--- config.mk ---
export PLATFORM = sky130hd
export DESIGN_NAME = ifetch_ctrl_flat
export DESIGN_NICKNAME = d
export VERILOG_FILES = /design/src/rtl/ifetch_ctrl_if.sv /design/src/rtl/ifetch_ctrl.sv /design/src/flat_wrapper.sv
export SDC_FILE = /design/constraint.sdc
export NUM_CORES = 1
export LEC_CHECK = 0
export CAP_MARGIN = 15
export CORE_MARGIN = 2
export CORE_UTILIZATION = 29
export DETAILED_ROUTE_END_ITERATION = 12
export PLACE_DENSITY = 0.49
export SETUP_SLACK_MARGIN = 0.4
export SLEW_MARGIN = 20
export SYNTH_ARGS = -nofsm -noshare
export SYNTH_HDL_FRONTEND = slang
export SYNTH_SLANG_ARGS = --single-unit
--- constraint.sdc ---
create_clock -name clk -period 2 [get_ports clk]
set_input_delay 0.3 -clock clk [delete_from_list [all_inputs] [get_ports clk]]
set_output_delay 0.3 -clock clk [all_outputs]
set_load 0.005 [all_outputs]
--- src/rtl/ifetch_ctrl_if.sv ---
// ifetch_ctrl_if: redirect, instruction-memory and decode handshake signals of the fetch sequencer.
interface ifetch_ctrl_if;
    logic        redirect_valid;
    logic [31:0] redirect_pc;
    logic        imem_req;
    logic [31:0] imem_addr;
    logic        imem_ack;
    logic [31:0] imem_rdata;
    logic        id_valid;
    logic [31:0] id_instr;
    logic [31:0] id_pc;
    logic        id_ready;
    modport master (
        input  redirect_valid, redirect_pc, imem_ack, imem_rdata, id_ready,
        output imem_req, imem_addr, id_valid, id_instr, id_pc
    );
    modport slave (
        output redirect_valid, redirect_pc, imem_ack, imem_rdata, id_ready,
        input  imem_req, imem_addr, id_valid, id_instr, id_pc
    );
endinterface

--- src/rtl/ifetch_ctrl.sv ---
// ifetch_ctrl: one-at-a-time imem fetch sequencer feeding a 2-entry decode queue, with redirect flush.
module ifetch_ctrl #(
    parameter logic [31:0] RESET_PC = 32'h0000_0000,
    parameter int          DEPTH    = 2
) (
    input  logic          clk,
    input  logic          rst_n,
    ifetch_ctrl_if.master bus
);
    typedef enum logic [1:0] {IDLE, REQ, DISCARD} state_t;
    localparam logic [1:0] FULL = 2'(DEPTH);
    state_t      state;
    logic        req;
    logic [1:0]  count, cnt_pop, cnt_push;
    logic [31:0] fetch_pc, addr, rpc;
    logic [31:0] q_pc [2];
    logic [31:0] q_instr [2];
    logic        pop, ack;
    assign rpc      = bus.redirect_pc & ~32'd3;
    assign ack      = bus.imem_ack;
    assign pop      = (count != 2'd0) && bus.id_ready;
    assign cnt_pop  = count - {1'b0, pop};
    assign cnt_push = cnt_pop + 2'd1;
    assign bus.imem_req  = req;
    assign bus.imem_addr = addr;
    assign bus.id_valid  = count != 2'd0;
    assign bus.id_pc     = q_pc[0];
    assign bus.id_instr  = q_instr[0];
    always_ff @(posedge clk or negedge rst_n) begin
        if (!rst_n) begin
            state    <= IDLE;
            req      <= 1'b0;
            count    <= 2'd0;
            fetch_pc <= RESET_PC;
            addr     <= RESET_PC;
            q_pc     <= '{default: 32'd0};
            q_instr  <= '{default: 32'd0};
        end else begin
            if (pop) begin
                q_pc[0]    <= q_pc[1];
                q_instr[0] <= q_instr[1];
            end
            if (bus.redirect_valid) begin
                // Flush queue; any in-flight word belongs to the old stream and is dropped.
                count    <= 2'd0;
                fetch_pc <= rpc;
                case (state)
                    IDLE: begin
                        state <= REQ;
                        req   <= 1'b1;
                        addr  <= rpc;
                    end
                    REQ: begin
                        if (ack) addr <= rpc;
                        else state <= DISCARD;
                    end
                    default: begin
                        if (ack) begin
                            state <= REQ;
                            addr  <= rpc;
                        end
                    end
                endcase
            end else begin
                count <= cnt_pop;
                case (state)
                    IDLE: begin
                        if (cnt_pop < FULL) begin
                            state <= REQ;
                            req   <= 1'b1;
                            addr  <= fetch_pc;
                        end
                    end
                    REQ: begin
                        if (ack) begin
                            q_pc[cnt_pop[0]]    <= addr;
                            q_instr[cnt_pop[0]] <= bus.imem_rdata;
                            count               <= cnt_push;
                            fetch_pc            <= addr + 32'd4;
                            if (cnt_push < FULL) addr <= addr + 32'd4;
                            else begin
                                state <= IDLE;
                                req   <= 1'b0;
                            end
                        end
                    end
                    default: begin
                        if (ack) begin
                            state <= REQ;
                            addr  <= fetch_pc;
                        end
                    end
                endcase
            end
        end
    end
endmodule

--- src/flat_wrapper.sv ---
// flat-port wrapper written by rule: the top's interface ports become plain ports
module ifetch_ctrl_flat 
#(
    parameter logic [31:0] RESET_PC = 32'h0000_0000,
    parameter int          DEPTH    = 2
)
  (clk, rst_n, bus_redirect_valid, bus_redirect_pc, bus_imem_ack, bus_imem_rdata, bus_id_ready, bus_imem_req, bus_imem_addr, bus_id_valid, bus_id_instr, bus_id_pc);
  ifetch_ctrl_if bus_i ();
  input  logic clk;
  input  logic rst_n;
  input wire logic [$bits(bus_i.redirect_valid)-1:0] bus_redirect_valid;
  input wire logic [$bits(bus_i.redirect_pc)-1:0] bus_redirect_pc;
  input wire logic [$bits(bus_i.imem_ack)-1:0] bus_imem_ack;
  input wire logic [$bits(bus_i.imem_rdata)-1:0] bus_imem_rdata;
  input wire logic [$bits(bus_i.id_ready)-1:0] bus_id_ready;
  output wire logic [$bits(bus_i.imem_req)-1:0] bus_imem_req;
  output wire logic [$bits(bus_i.imem_addr)-1:0] bus_imem_addr;
  output wire logic [$bits(bus_i.id_valid)-1:0] bus_id_valid;
  output wire logic [$bits(bus_i.id_instr)-1:0] bus_id_instr;
  output wire logic [$bits(bus_i.id_pc)-1:0] bus_id_pc;
  assign bus_i.redirect_valid = bus_redirect_valid;
  assign bus_i.redirect_pc = bus_redirect_pc;
  assign bus_i.imem_ack = bus_imem_ack;
  assign bus_i.imem_rdata = bus_imem_rdata;
  assign bus_i.id_ready = bus_id_ready;
  assign bus_imem_req = bus_i.imem_req;
  assign bus_imem_addr = bus_i.imem_addr;
  assign bus_id_valid = bus_i.id_valid;
  assign bus_id_instr = bus_i.id_instr;
  assign bus_id_pc = bus_i.id_pc;
  ifetch_ctrl #(.RESET_PC(RESET_PC), .DEPTH(DEPTH)) u_core (.clk(clk), .rst_n(rst_n), .bus(bus_i));
endmodule
-- After elaboration in Yosys (flattened, before gate mapping)
Cells that the tools add are included.
- bits in registers: 197
- latch bits: 0
- bits in writable memories: 0
- memory bits (read-only): 0
- word-level logic and storage cells: 78
- memories: 0
- add/subtract/negate cells: 3
- multipliers: 0
- div/mod/pow operators: 0
- $lt $le $gt $ge: 4
- equality and inequality tests: 7
- shift operators: 0
- multiplexer cells: 40
- bitwise operators: 2
- reduce and logical (&&, ||, !) cells: 13
- operator list (cell ; count):
    two-way mux 32 bit ; 13
    two-way mux 64 bit ; 6
    bitwise mux 64 bit ; 2
    one-hot mux 32 bit (2 select lines) ; 1
    adder 32 x 3 -> 32 bit, second input constant ; 1
    demux 32 bit (select 1 bit) ; 1
    two-way mux 2 bit ; 9
    nonzero test 2 bit ; 5
    inequality test 3 bit, second input constant ; 3
    one-hot mux 2 bit (2 select lines) ; 2
    AND reduction 4 bit ; 2
    inequality test 3 x 2 -> 1 bit, second input constant ; 2
    two-way mux 1 bit ; 5
    AND reduction 5 bit ; 1
    less-than comparator 2 bit, second input constant ; 2
    AND reduction 3 bit ; 1
    adder 2 x 1 -> 2 bit, second input constant ; 1
    equality test 2 x 1 -> 1 bit, second input constant ; 1
    >= comparator 2 bit, second input constant ; 1
    logical AND 1 bit ; 2
    logical NOT 2 bit ; 1
    less-than comparator 2 x 1 -> 1 bit, second input constant ; 1
    inequality test 2 x 1 -> 1 bit, second input constant ; 1
    NOT 1 -> 2 bit ; 1
    other kinds (4) ; 4

-- Longest topological paths before layout
Gate-level depths: netlist of run 1.
- depth after elaboration: 12
- mapped depth: 9

-- Worst setup path after synthesis of run 1
OpenSTA, ideal clock, no wires.
- kind: register to register
- start: register u_core.addr[2] (netlist: u_core.bus.imem_addr[2])
- end: register u_core.addr[26] (netlist: u_core.bus.imem_addr[26])
- arrival time: 1.948 ns
- setup slack: -0.070 ns
- stages on the path, launching flop included: 7
- path buffers: 0
- clock period less this slack: 2.070 ns
- cell sequence: dfrtp_1 > ha_1 > nand3_1 > or4_4 > nor4b_4 > o21ai_0 > o2bb2ai_1
- longest elaborated chain between the ends: 5
- RTL lines (what ; line ; source):
    start: declaration ; ifetch_ctrl.sv:15 ; logic [31:0] fetch_pc, addr, rpc;
    start signal: assignment ; ifetch_ctrl.sv:51 ; addr <= rpc;
    start signal: assignment ; ifetch_ctrl.sv:54 ; if (ack) addr <= rpc;
    start signal: assignment ; ifetch_ctrl.sv:60 ; addr <= rpc;
    adder 32 x 3 -> 32 bit ; ifetch_ctrl.sv:80 ; if (cnt_push < FULL) addr <= addr + 32'd4;
    two-way mux 32 bit ; ifetch_ctrl.sv:80 ;
    two-way mux 32 bit ; ifetch_ctrl.sv:75 ; if (ack) begin
    one-hot mux 32 bit (2 select lines) ; ifetch_ctrl.sv:66 ; case (state)
    two-way mux 32 bit ; ifetch_ctrl.sv:43 ; if (bus.redirect_valid) begin
No other way between the ends. The select of a mux whose other input is x is not followed.
A chain may end at the register's enable or synchronous reset.

-- Worst setup path after layout of run 1
- start: register u_core.addr[2] (netlist: u_core.bus.imem_addr[2])
- end: register u_core.fetch_pc[26]
- longest elaborated chain between the ends: 4
- RTL lines (what ; line ; source):
    adder 32 x 3 -> 32 bit ; ifetch_ctrl.sv:79 ; fetch_pc <= addr + 32'd4;
    two-way mux 32 bit ; ifetch_ctrl.sv:75 ;
    two-way mux 32 bit ; ifetch_ctrl.sv:66 ;
    two-way mux 32 bit ; ifetch_ctrl.sv:43 ;
    end signal: assignment ; ifetch_ctrl.sv:46 ; fetch_pc <= rpc;
    end signal: assignment ; ifetch_ctrl.sv:79 ;
    end: declaration ; ifetch_ctrl.sv:15 ;
No other way between the ends. The select of a mux whose other input is x is not followed.

==> reports/metrics.csv, run 1 <==
stage,metric,value,unit
min_path,worstHoldPathCells,3,
yosys,synth_area_leaders,"dfrtp_1 50%, mux2_2 7.3%, mux2i_1 7.0%, buf_4 4.9%, a21oi_1 4.5%",
detailed_routing,vias,8622,
floorplan,row_count,67,
worst_setup_path,worstPathMaxFanout,4,
finish,layout_commonest_cell,dfrtp_1,
placement,dp_hpwl,20.1,mm
finish,final_area,16600,um2
placement,place_area,12700,um2
worst_setup_path,worstPathRequired,2320,ps
timing,min_period_over_period,0.955,
clocking,cts_sinks,197,
timing,max_freq,524,MHz
finish,area_growth_syn_to_layout,68.1,%
run_status,status,"complete, no violations",
yosys,async_flop_share,1.00,
yosys,yosysWarningCount,0,
grt,antenna_found_initial,0,
yosys,syn_area,9900,um2
clocking,clkTransAtPathRegs,80,ps
yosys,synth_top_family_by_area,compound AO/OA/AOI/OAI gates,
floorplan,die_y,189,um
placement,port_buffers,164,
grt,grt_usage,0.187,
yosys,netlist_instances,954,
grt,grt_pass1_vias,8502,
worst_setup_path,path_class,flop to flop,
yosys,synthXorXnorAreaFrac,0.0221,
clocking,root_buffer,clkbuf_16,
grt,grt_max_degree,60,
worst_setup_path,worst-endpoint-arrival,2230,ps
floorplan,fp.dieW,189,um
timing,finalHoldViolCount,0,
floorplan,start_util,0.295,
floorplan,pin_count,167,
yosys,ys_seq_area_frac,0.498,
grt,grt_pass1_wl,51.4,mm
timing,period_needed,1910,ps
detailed_routing,dr.pass1.iters,6,
detailed_routing,drt-initial-drc-count,466,
yosys,synthSimpleGateAreaFrac,0.104,
timing,rsz0062_at_grt,yes,
clocking,clkLatencyLatePin,440,ps
detailed_routing,wirelength,34.2,mm
detailed_routing,viasPerCell,4.98,
yosys,muxShareOfSynthArea,0.143,
timing,clock_skew,10.7,ps
grt,grt_overflow_total,0,
power,power.density,1150,nW/um2
yosys,yosys.area.top_type,dfrtp_1,
finish,layout_common_cells,"187 x dfrtp_1, 123 x buf_4, 75 x buf_6",
yosys,synth_cell_type_count,59,
clocking,htreeDepth,4,
yosys,syn_avg_cell_area,10.4,um2
clocking,cts_tree,built,
yosys,synth_edf_count,0,
timing,fin_setup_tns,0,ps
power,p_leak,7.99,nW
clocking,numCtsBuffers,17,
yosys,postSynthRegisterBits,197,
worst_setup_path,reg2reg_depth,6,
finish,antenna_cells,0,
worst_setup_path,end_kind,flop,
timing,worstMarginPinSlew,568,ps
yosys,synth_compound_area_frac,0.149,
finish,finalNonFillerCells,1730,
timing,slew_violations,0,
worst_setup_path,worstSetupStartpointType,flop,
yosys,synth-adder-area-share,0.00126,
finish,layout-drive-gt1-share,0.450,
timing,whs,359,ps
timing,slew-limit-headroom,0.622,
finish,finalNetCount,1341,
detailed_routing,antenna_left,0,
power,ir_drop,0.663,mV
min_path,hp-class,primary input to flop,
yosys,synth_flop_cell,dfrtp_1,
floorplan,dieArea,35600,um2
timing,finalSetupViolCount,0,
detailed_routing,drc,0,
floorplan,core_area,33600,um2
placement,gp_congestion,0.786,
yosys,synth_nets,1024,
placement,dp.cells,1529,
yosys,synth_top_area_share,0.498,
clocking,clockBufferDepth,2,
detailed_routing,wl_per_cell,19.8,um
job,cap_violations,0,
[metal layers]
metal  up-vias  GRT usage  wire (um)
li1       3994          -          -
met1      4377      0.258      15900
met2       222      0.302      16300
met3        29     0.0313       1460
met4         0     0.0553        565
met5         -          0          0
[synth_stat cells (4+ instances only)]
| library cell | n |
|---|---|
| inv_1 | 13 |
| and3_1 | 8 |
| mux2i_1 | 69 |
| buf_1 | 6 |
| nand4_1 | 5 |
| nor3_1 | 8 |
| a22oi_1 | 27 |
| clkbuf_1 | 38 |
| dfrtp_1 | 197 |
| o31a_1 | 11 |
| a221oi_1 | 4 |
| a22o_1 | 10 |
| nand2_1 | 38 |
| nand3_1 | 17 |
| xnor2_1 | 17 |
| buf_2 | 25 |
| nor2_1 | 103 |
| mux2_2 | 64 |
| xor2_1 | 8 |
| o31ai_1 | 5 |
| o21ai_0 | 57 |
| a21oi_1 | 89 |
| buf_4 | 64 |
| a222oi_1 | 6 |
| nor4_1 | 4 |
| and2_1 | 5 |
| o22ai_1 | 7 |
[stage by stage]
| step | power [mW] | setup WS [ps] | utilization |
|---|---|---|---|
| finish | 19.1 | 90.1 | 0.495 |
| global route | 20.2 | 47.3 | 0.495 |
| CTS | 18.0 | 140 | 0.449 |
| detailed placement | 13.2 | -196 | 0.377 |
| global placement | 13.1 | -132 | 0.377 |
| floorplan | 10.5 | 188 | - |
[power by group]
group	internal (mW)	leakage (nW)	switching, mW	total, mW
Sequential	5.52	2.44	1.00	6.52
Clock	1.87	0.264	1.60	3.47
Combinational	5.27	5.28	3.83	9.10
[path summary, 6_finish.rpt]
check / startpoint / end / slack [ps]
min in group asynchronous: rst_n / u_core.bus.id_instr[29] / 430
max in group asynchronous: rst_n / async pin / 880
max: u_core.bus.imem_addr[2] / u_core.fetch_pc[26] / 90
max reg2reg: u_core.bus.imem_addr[2] / u_core.fetch_pc[26] / 90
min reg2reg: u_core.fetch_pc[0] / u_core.fetch_pc[0] / 500
min: bus_redirect_valid / u_core.fetch_pc[3] / 360
[cells by family after synthesis]
logic type / after synthesis
mux: 133
xor+xnor: 25
flops: 197
simple gates: 212
fa+ha+maj: 1
compound gates: 238
buf+inv: 148
[repair_timing]
item	4_1_cts	5_1_grt
resized for setup	243	266
hold endpoints to repair	52	0
hold buffers	1	0
buffers inserted	90	54
cloned	19	7
endpoints found under the setup margin	286	258
pin swaps	39	54
[area by class of cell]
cell class	count	area (um2)
Clock buffer	19	443
Multi-Input combinational cell	609	5490
Tap cell	448	561
Inverter	14	53.8
Timing Repair Buffer	432	5030
Sequential cell	197	4940
Fill cell	2946	17000
Clock inverter	11	129
[worst max-delay path, stage by stage (launching register included)]
cell and delay, ps:
dfrtp_2 400, ha_4 150, nand3_4 120, or4_4 510
nor4b_4 340, xnor2_1 200, o21ai_2 70
Power figures use the tool's default switching activity.
==> inputs of run 2 (changes only) <==
RECOVER_POWER = 50   (was not set)
clock period = 1.5 ns   (was 2 ns; I/O delays follow)
==> run 2 against run 1 <==
The run now ends with negative setup slack left. First-iteration DRC count is 3.6% lower. Via count is 3.4% higher. Core utilization is 2.5 points higher. Worst setup slack worse by 450 ps. Design area is 5.1% higher. Combinational power is 52% higher. Global-route usage is 0.64 points higher. Final cell count is 5.6% higher. Non-clock buffer count is 94 higher. Largest cell class unchanged. Critical path depth is 3 higher. Clock-buffer cell count is 2 lower.
==> reports/metrics.csv, run 2 (synthesis gave the netlist of run 1 again) <==
stage,metric,value,unit
worst_setup_path,worstPathRequired,1850,ps
clocking,cts_sinks,197,
worst_setup_path,crit_chain,buf_6 > buf_6 > xor2_1 > buf_4 > o21ai_4 > buf_6 > buf_12 > buf_8 > o22ai_2,
timing,min_period_over_period,1.24,
finish,layout_commonest_cell,dfrtp_1,
worst_setup_path,r2r_start,u_core.count[1],
floorplan,start_util,0.295,
timing,period_needed,1860,ps
grt,grt_pass1_vias,8753,
power,p_leak,8.11,nW
finish,area_growth_syn_to_layout,76.6,%
power,p_switching,9.54,mW
timing,finalSetupViolCount,198,
power,clockPowerShare,0.184,
clocking,root_buffer,clkbuf_16,
detailed_routing,antenna_left,0,
worst_setup_path,worstPathMaxFanout,6,
finish,layout_common_cells,"186 x dfrtp_1, 185 x buf_4, 126 x buf_6",
placement,place_area,13100,um2
finish,antenna_cells,0,
floorplan,die_y,189,um
floorplan,core_area,33600,um2
clocking,cts_tree,built,
placement,dp_hpwl,20.2,mm
timing,clock_skew,17.9,ps
clocking,clockBufferDepth,2,
power,switching_share,0.347,
power,ir_drop,0.900,mV
worst_setup_path,regToRegSetupSlack,-360,ps
detailed_routing,drt-initial-drc-count,449,
detailed_routing,vias,8919,
power,p_comb_frac,0.502,
power,power.density,1570,nW/um2
placement,gp_congestion,0.770,
detailed_routing,drc,0,
clocking,htreeDepth,4,
min_path,hp-class,primary input to flop,
run_status,violations,negative setup slack,
worst_setup_path,r2r_end,u_core.bus.imem_addr[18],
min_path,worstHoldPathCells,4,
timing,max_freq,537,MHz
floorplan,fp.dieW,189,um
min_path,whs_endpoint,u_core.fetch_pc[3],
timing,slew_violations,0,
grt,grt_max_degree,43,
worst_setup_path,cp_common_cell,buf_6,
timing,rsz0062_at_grt,yes,
floorplan,pin_count,167,
detailed_routing,wirelength,36.0,mm
placement,port_buffers,164,
detailed_routing,wl_per_cell,19.7,um
clocking,clkLatencyLatePin,460,ps
worst_setup_path,reg2reg_depth,9,
power,seq_power_share,0.315,
timing,fin_ws,-361,ps
job,cap_violations,0,
power,power,27.5,mW
worst_setup_path,slowest_stage,dfrtp_1,
power,p_int,17.9,mW
finish,final_area,17500,um2
detailed_routing,dr.pass1.iters,5,
floorplan,row_count,67,
detailed_routing,viasPerCell,4.88,
worst_setup_path,slowest_delay,400,ps
floorplan,dieArea,35600,um2
run_status,status,finished with violations,
grt,antenna_found_initial,0,
worst_setup_path,path_class,flop to flop,
grt,grt_pass1_wl,52.7,mm
timing,finalHoldViolCount,0,
finish,finalNetCount,1436,
grt,grt_usage,0.193,
min_path,hp-start,bus_redirect_valid,
finish,layout-drive-gt1-share,0.589,
worst_setup_path,end_kind,flop,
clocking,numCtsBuffers,17,
worst_setup_path,worstSetupStartpointType,flop,
timing,worstMarginPinSlew,1180,ps
finish,num-fill-cells,2941,
worst_setup_path,worst-endpoint-arrival,2210,ps
grt,grt_overflow_total,0,
clocking,clkTransAtPathRegs,90,ps
timing,slew-limit-headroom,0.213,
-- run 2: changes by cell type in the layout (fill, tap and decap cells not counted), sizes merged --
cell / previous run / this run
nor2: 104 / 105
clkbuf: 34 / 28
clkdlybuf4s50: 66 / 64
dlymetal6s2s: 56 / 2
clkinvlp: 5 / 1
dlygate4sd2: 28 / 1
inv: 14 / 20
buf: 265 / 447
clkdlybuf4s15: 1 / 0
clkinv: 4 / 6
-- run 2: critical path: cells and delay by family, from the launching register on --
kind	cells	cell delay, ps
flops	1	400
xor+xnor	1	150
buf+inv	6	860
compound gates	2	350
-- run 2: power by group through the flow --
stage	Sequential (mW)	Clock [mW]	Combinational [mW]
detailed placement	8.73	0	9.30
finish	8.64	5.04	13.8
global placement	8.71	0	9.21
global route	8.89	5.37	14.7
CTS	8.56	5.16	11.9
floorplan	8.53	0	5.90
-- run 2: layout make-up --
| type | instances | area [um2] | share of cell area |
|---|---|---|---|
| clock buffers | 17 | 425 | 0.0243 |
| clock inverters | 15 | 210 | 0.0120 |
| inverters | 14 | 53.8 | 0.00308 |
| multi-input cells | 610 | 5820 | 0.333 |
| flip-flops and latches | 197 | 4940 | 0.283 |
| well taps | 448 | 561 | 0.0321 |
| repair buffers | 526 | 5480 | 0.313 |
-- run 2: metrics by stage --
| step | TNS, ps | cells | setup WS (ps) | hold WS [ps] | utilization |
|---|---|---|---|---|---|
| global route | -68040 | 1827 | -422 | 350 | 0.520 |
| global placement | -98690 | 1571 | -643 | 187 | 0.389 |
| finish | -51230 | 1827 | -361 | 340 | 0.520 |
| CTS | -41210 | 1764 | -349 | 263 | 0.479 |
| detailed placement | -100280 | 1571 | -662 | 186 | 0.389 |
| floorplan | -26270 | 954 | -312 | -70.6 | - |
-- run 2: how the worst max path moves through the flow --
stage                               end  slack, ps                    start  depth (start not counted)
2_1_floorplan  u_core.bus.imem_addr[31]       -310  u_core.bus.imem_addr[4]                          6
3_3_place_gp   u_core.bus.imem_addr[22]       -640             bus_id_ready                          9
3_5_place_dp                       flop       -660             bus_id_ready                          8
4_1_cts        u_core.bus.imem_addr[26]       -350  u_core.bus.imem_addr[2]                          6
5_1_grt        u_core.bus.imem_addr[18]       -420          u_core.count[1]                          9
6_report       u_core.bus.imem_addr[18]       -360          u_core.count[1]                          9
-- run 2: metal layers --
layer	global-route usage	wire length [um]
met2	0.298	17000
met5	0	0
met1	0.279	17000
met4	0.0505	517
met3	0.0350	1520
-- run 2: repair_timing --
action,CTS,global route
endpoints found under the setup margin,294,295
endpoints found under the hold margin,32,0
hold buffers,1,0
gates resized for setup,688,220
cloned,22,6
pin swaps,45,59
buffers inserted,138,57
==> variant: new RTL, settings of run 2 <==
The 3 states of `state_t` get a one-hot encoding in 3 bits.
--- a/src/rtl/ifetch_ctrl.sv
+++ b/src/rtl/ifetch_ctrl.sv
@@ -8,5 +8,5 @@
     ifetch_ctrl_if.master bus
 );
-    typedef enum logic [1:0] {IDLE, REQ, DISCARD} state_t;
+    typedef enum logic [2:0] {IDLE = 3'b001, REQ = 3'b010, DISCARD = 3'b100} state_t;
     localparam logic [1:0] FULL = 2'(DEPTH);
     state_t      state;
Check against the original RTL: same outputs for any inputs over 4 cycles, from zero or initial values and one cycle with rst_n low; so few cycles prove little.
==> variant against run 2 <==
Synthesized area up 4.0%. Power up 35%. Combinational power up 66%. Routed wire length up 6.9%. Design area up 2.9%. Worst setup slack worse by 0.34 ns. Worst hold slack worse by 0.051 ns. The run still ends with setup timing left. Fmax down 16%. Die area up 4.0%. Sequential cell count up 1. Non-clock buffer count up 24. Cell count up 3.7%.
==> variant: results (changes against run 2) <==
Cts bufs inserted: 17 (unchanged)
Fillers: 3,130 (was 2,941)
Worst vdd rail ir drop: 0.988 mV (was 0.900 mV)
Total iterations of the first detailed-routing run: 5 (unchanged)
Failing checks: setup timing (unchanged)
CP max stage cell: dfrtp_2 (was dfrtp_1)
Place WS: -0.901 ns (was -0.662 ns)
Vias in the first global route: 9,327 (was 8,753)
M1 wire length: 18,100 um (was 17,000 um)
WHS Path Cells: 5 (was 4)
Combinational cell fraction of total power: 61.8% (was 50.2%)
CTS clk-pin slew, worst paths: 0.09 ns (about the same)
R2R cell count: 11 (was 9)
DP Area: 0.0134 mm^2 (was 0.0131 mm^2)
HPWL Detailed: 22,300 um (was 20,200 um)
Overall Global Routing Usage: 20.2% (was 19.3%)
Worst hold slack: 0.289 ns (was 0.340 ns)
Post-Syn Area per Cell: 10.4 um^2 (about the same)
Static Leak: 8.57 nW (was 8.11 nW)
Final #Nets: 1,492 (was 1,436)
Sw frac: 36.8% (was 34.7%)
Clk root buf: clkbuf_16 (unchanged)
Synth top cells by count: dfrtp_1 (197), nand2_1 (119), o21ai_0 (107) (was dfrtp_1 (197), nor2_1 (103), a21oi_1 (89))
Register area share after synthesis: 48.1% (was 49.8%)
Placed instance count: 1,639 (was 1,571)
Hold worst-path end: u_core.bus.imem_addr[13]$_DFFE_PN0P_ (was u_core.fetch_pc[3]$_DFFE_PN0P_)
Avg WL per Cell: 20.3 um (was 19.7 um)
Initial DRC count: 535 (was 449)
Initial antenna violation count: 0 (unchanged)
H-tree Lvls: 4 (unchanged)
CTS Buffer Depth: 2 (unchanged)
Setup ws final: -0.703 ns (was -0.361 ns)
Synth cell types: 66 (was 59)
Final TNS setup: -101.56 ns (was -51.23 ns)
Clock Power Share: 13.6% (was 18.4%)
Crit path max-delay family: XOR/XNOR gates (was buffers and inverters)
Share of cells above drive strength 1: 58.4% (was 58.9%)
Status: complete, but fails checks (unchanged)
Metal2 WL: 17,600 um (was 17,000 um)
DR top layer: met4 (unchanged)
Overall via count from detail_route: 9,352 (was 8,919)
Met3 wire length: 2240 um (was 1520 um)
First-pass GRT wire length: 56,800 um (was 52,700 um)
Syn_nets: 1,062 (was 1,024)
Reg-to-Reg End: u_core.bus.imem_addr[22]$_DFFE_PN0P_ (was u_core.bus.imem_addr[18]$_DFFE_PN0P_)
RePlAce Congestion: 0.848 (was 0.770)
CP arrival: 2.52 ns (was 2.21 ns)
Ranking of synthesized cells by area: dfrtp_1 (48%), mux2i_1 (6.8%), mux2_1 (6.6%) (was dfrtp_1 (50%), mux2_2 (7.3%), mux2i_1 (7.0%))
Power in combinational cells: 22.9 mW (was 13.8 mW)
Largest net degree at the start of global routing: 42 (was 43)
Measured slew at the worst slew-check pin: 1.09 ns (was 1.18 ns)
Critical Path Max Stage Delay: 0.40 ns (about the same)
Final wirelength: 38,500 um (was 36,000 um)
Finish-stage setup viols: 204 (was 198)
Clock Skews: 0.0205 ns (was 0.0179 ns)
[variant: how the worst max path moves through the flow]
stage                              startpoint                                   end  cells past startpoint
finish              u_core.count[1]$_DFF_PN0_  u_core.bus.imem_addr[22]$_DFFE_PN0P_                     11
global route        u_core.count[1]$_DFF_PN0_  u_core.bus.imem_addr[29]$_DFFE_PN0P_                     12
CTS                 u_core.count[0]$_DFF_PN0_  u_core.bus.imem_addr[31]$_DFFE_PN0P_                      9
detailed placement               bus_id_ready  u_core.bus.imem_addr[14]$_DFFE_PN0P_                      9
global placement                 bus_id_ready  u_core.bus.imem_addr[14]$_DFFE_PN0P_                      9
floorplan           u_core.count[1]$_DFF_PN0_  u_core.bus.imem_addr[14]$_DFFE_PN0P_                     11
[variant: what timing repair did]
action / in CTS / in global routing
gates cloned: 22 / 7
setup endpoints to repair: 296 / 296
resized for setup: 648 / 243
buffers inserted: 149 / 45
pin swaps: 67 / 99
endpoints found under the hold margin: 28 / 0
hold buffers: 1 / 0
[variant: cells by family after synthesis]
family	after synthesis	share of synthesized area, %
AND/OR/NAND/NOR	249	12.4
AO/OA/AOI/OAI	229	13.5
flip-flops	198	48.1
buffers and inverters	150	9.32
adder cells (fa/ha/maj)	2	0.243
XOR/XNOR	28	2.53
multiplexers	135	13.9
[variant: layout make-up]
type / instances / area (um^2) / share of cell area [%]
inverter: 10 / 40.0 / 0.222
clock inverter: 12 / 178 / 0.987
sequential: 198 / 4970 / 27.6
clock buffer: 19 / 443 / 2.46
multi-input combinational: 644 / 6010 / 33.4
tap: 461 / 577 / 3.20
timing repair buffer: 550 / 5780 / 32.1
[variant: per-layer routing]
metal,vias up,track usage (%)
li1,4340,-
met1,4669,29.3
met2,301,30.8
met3,42,4.16
met4,0,4.79
met5,-,0
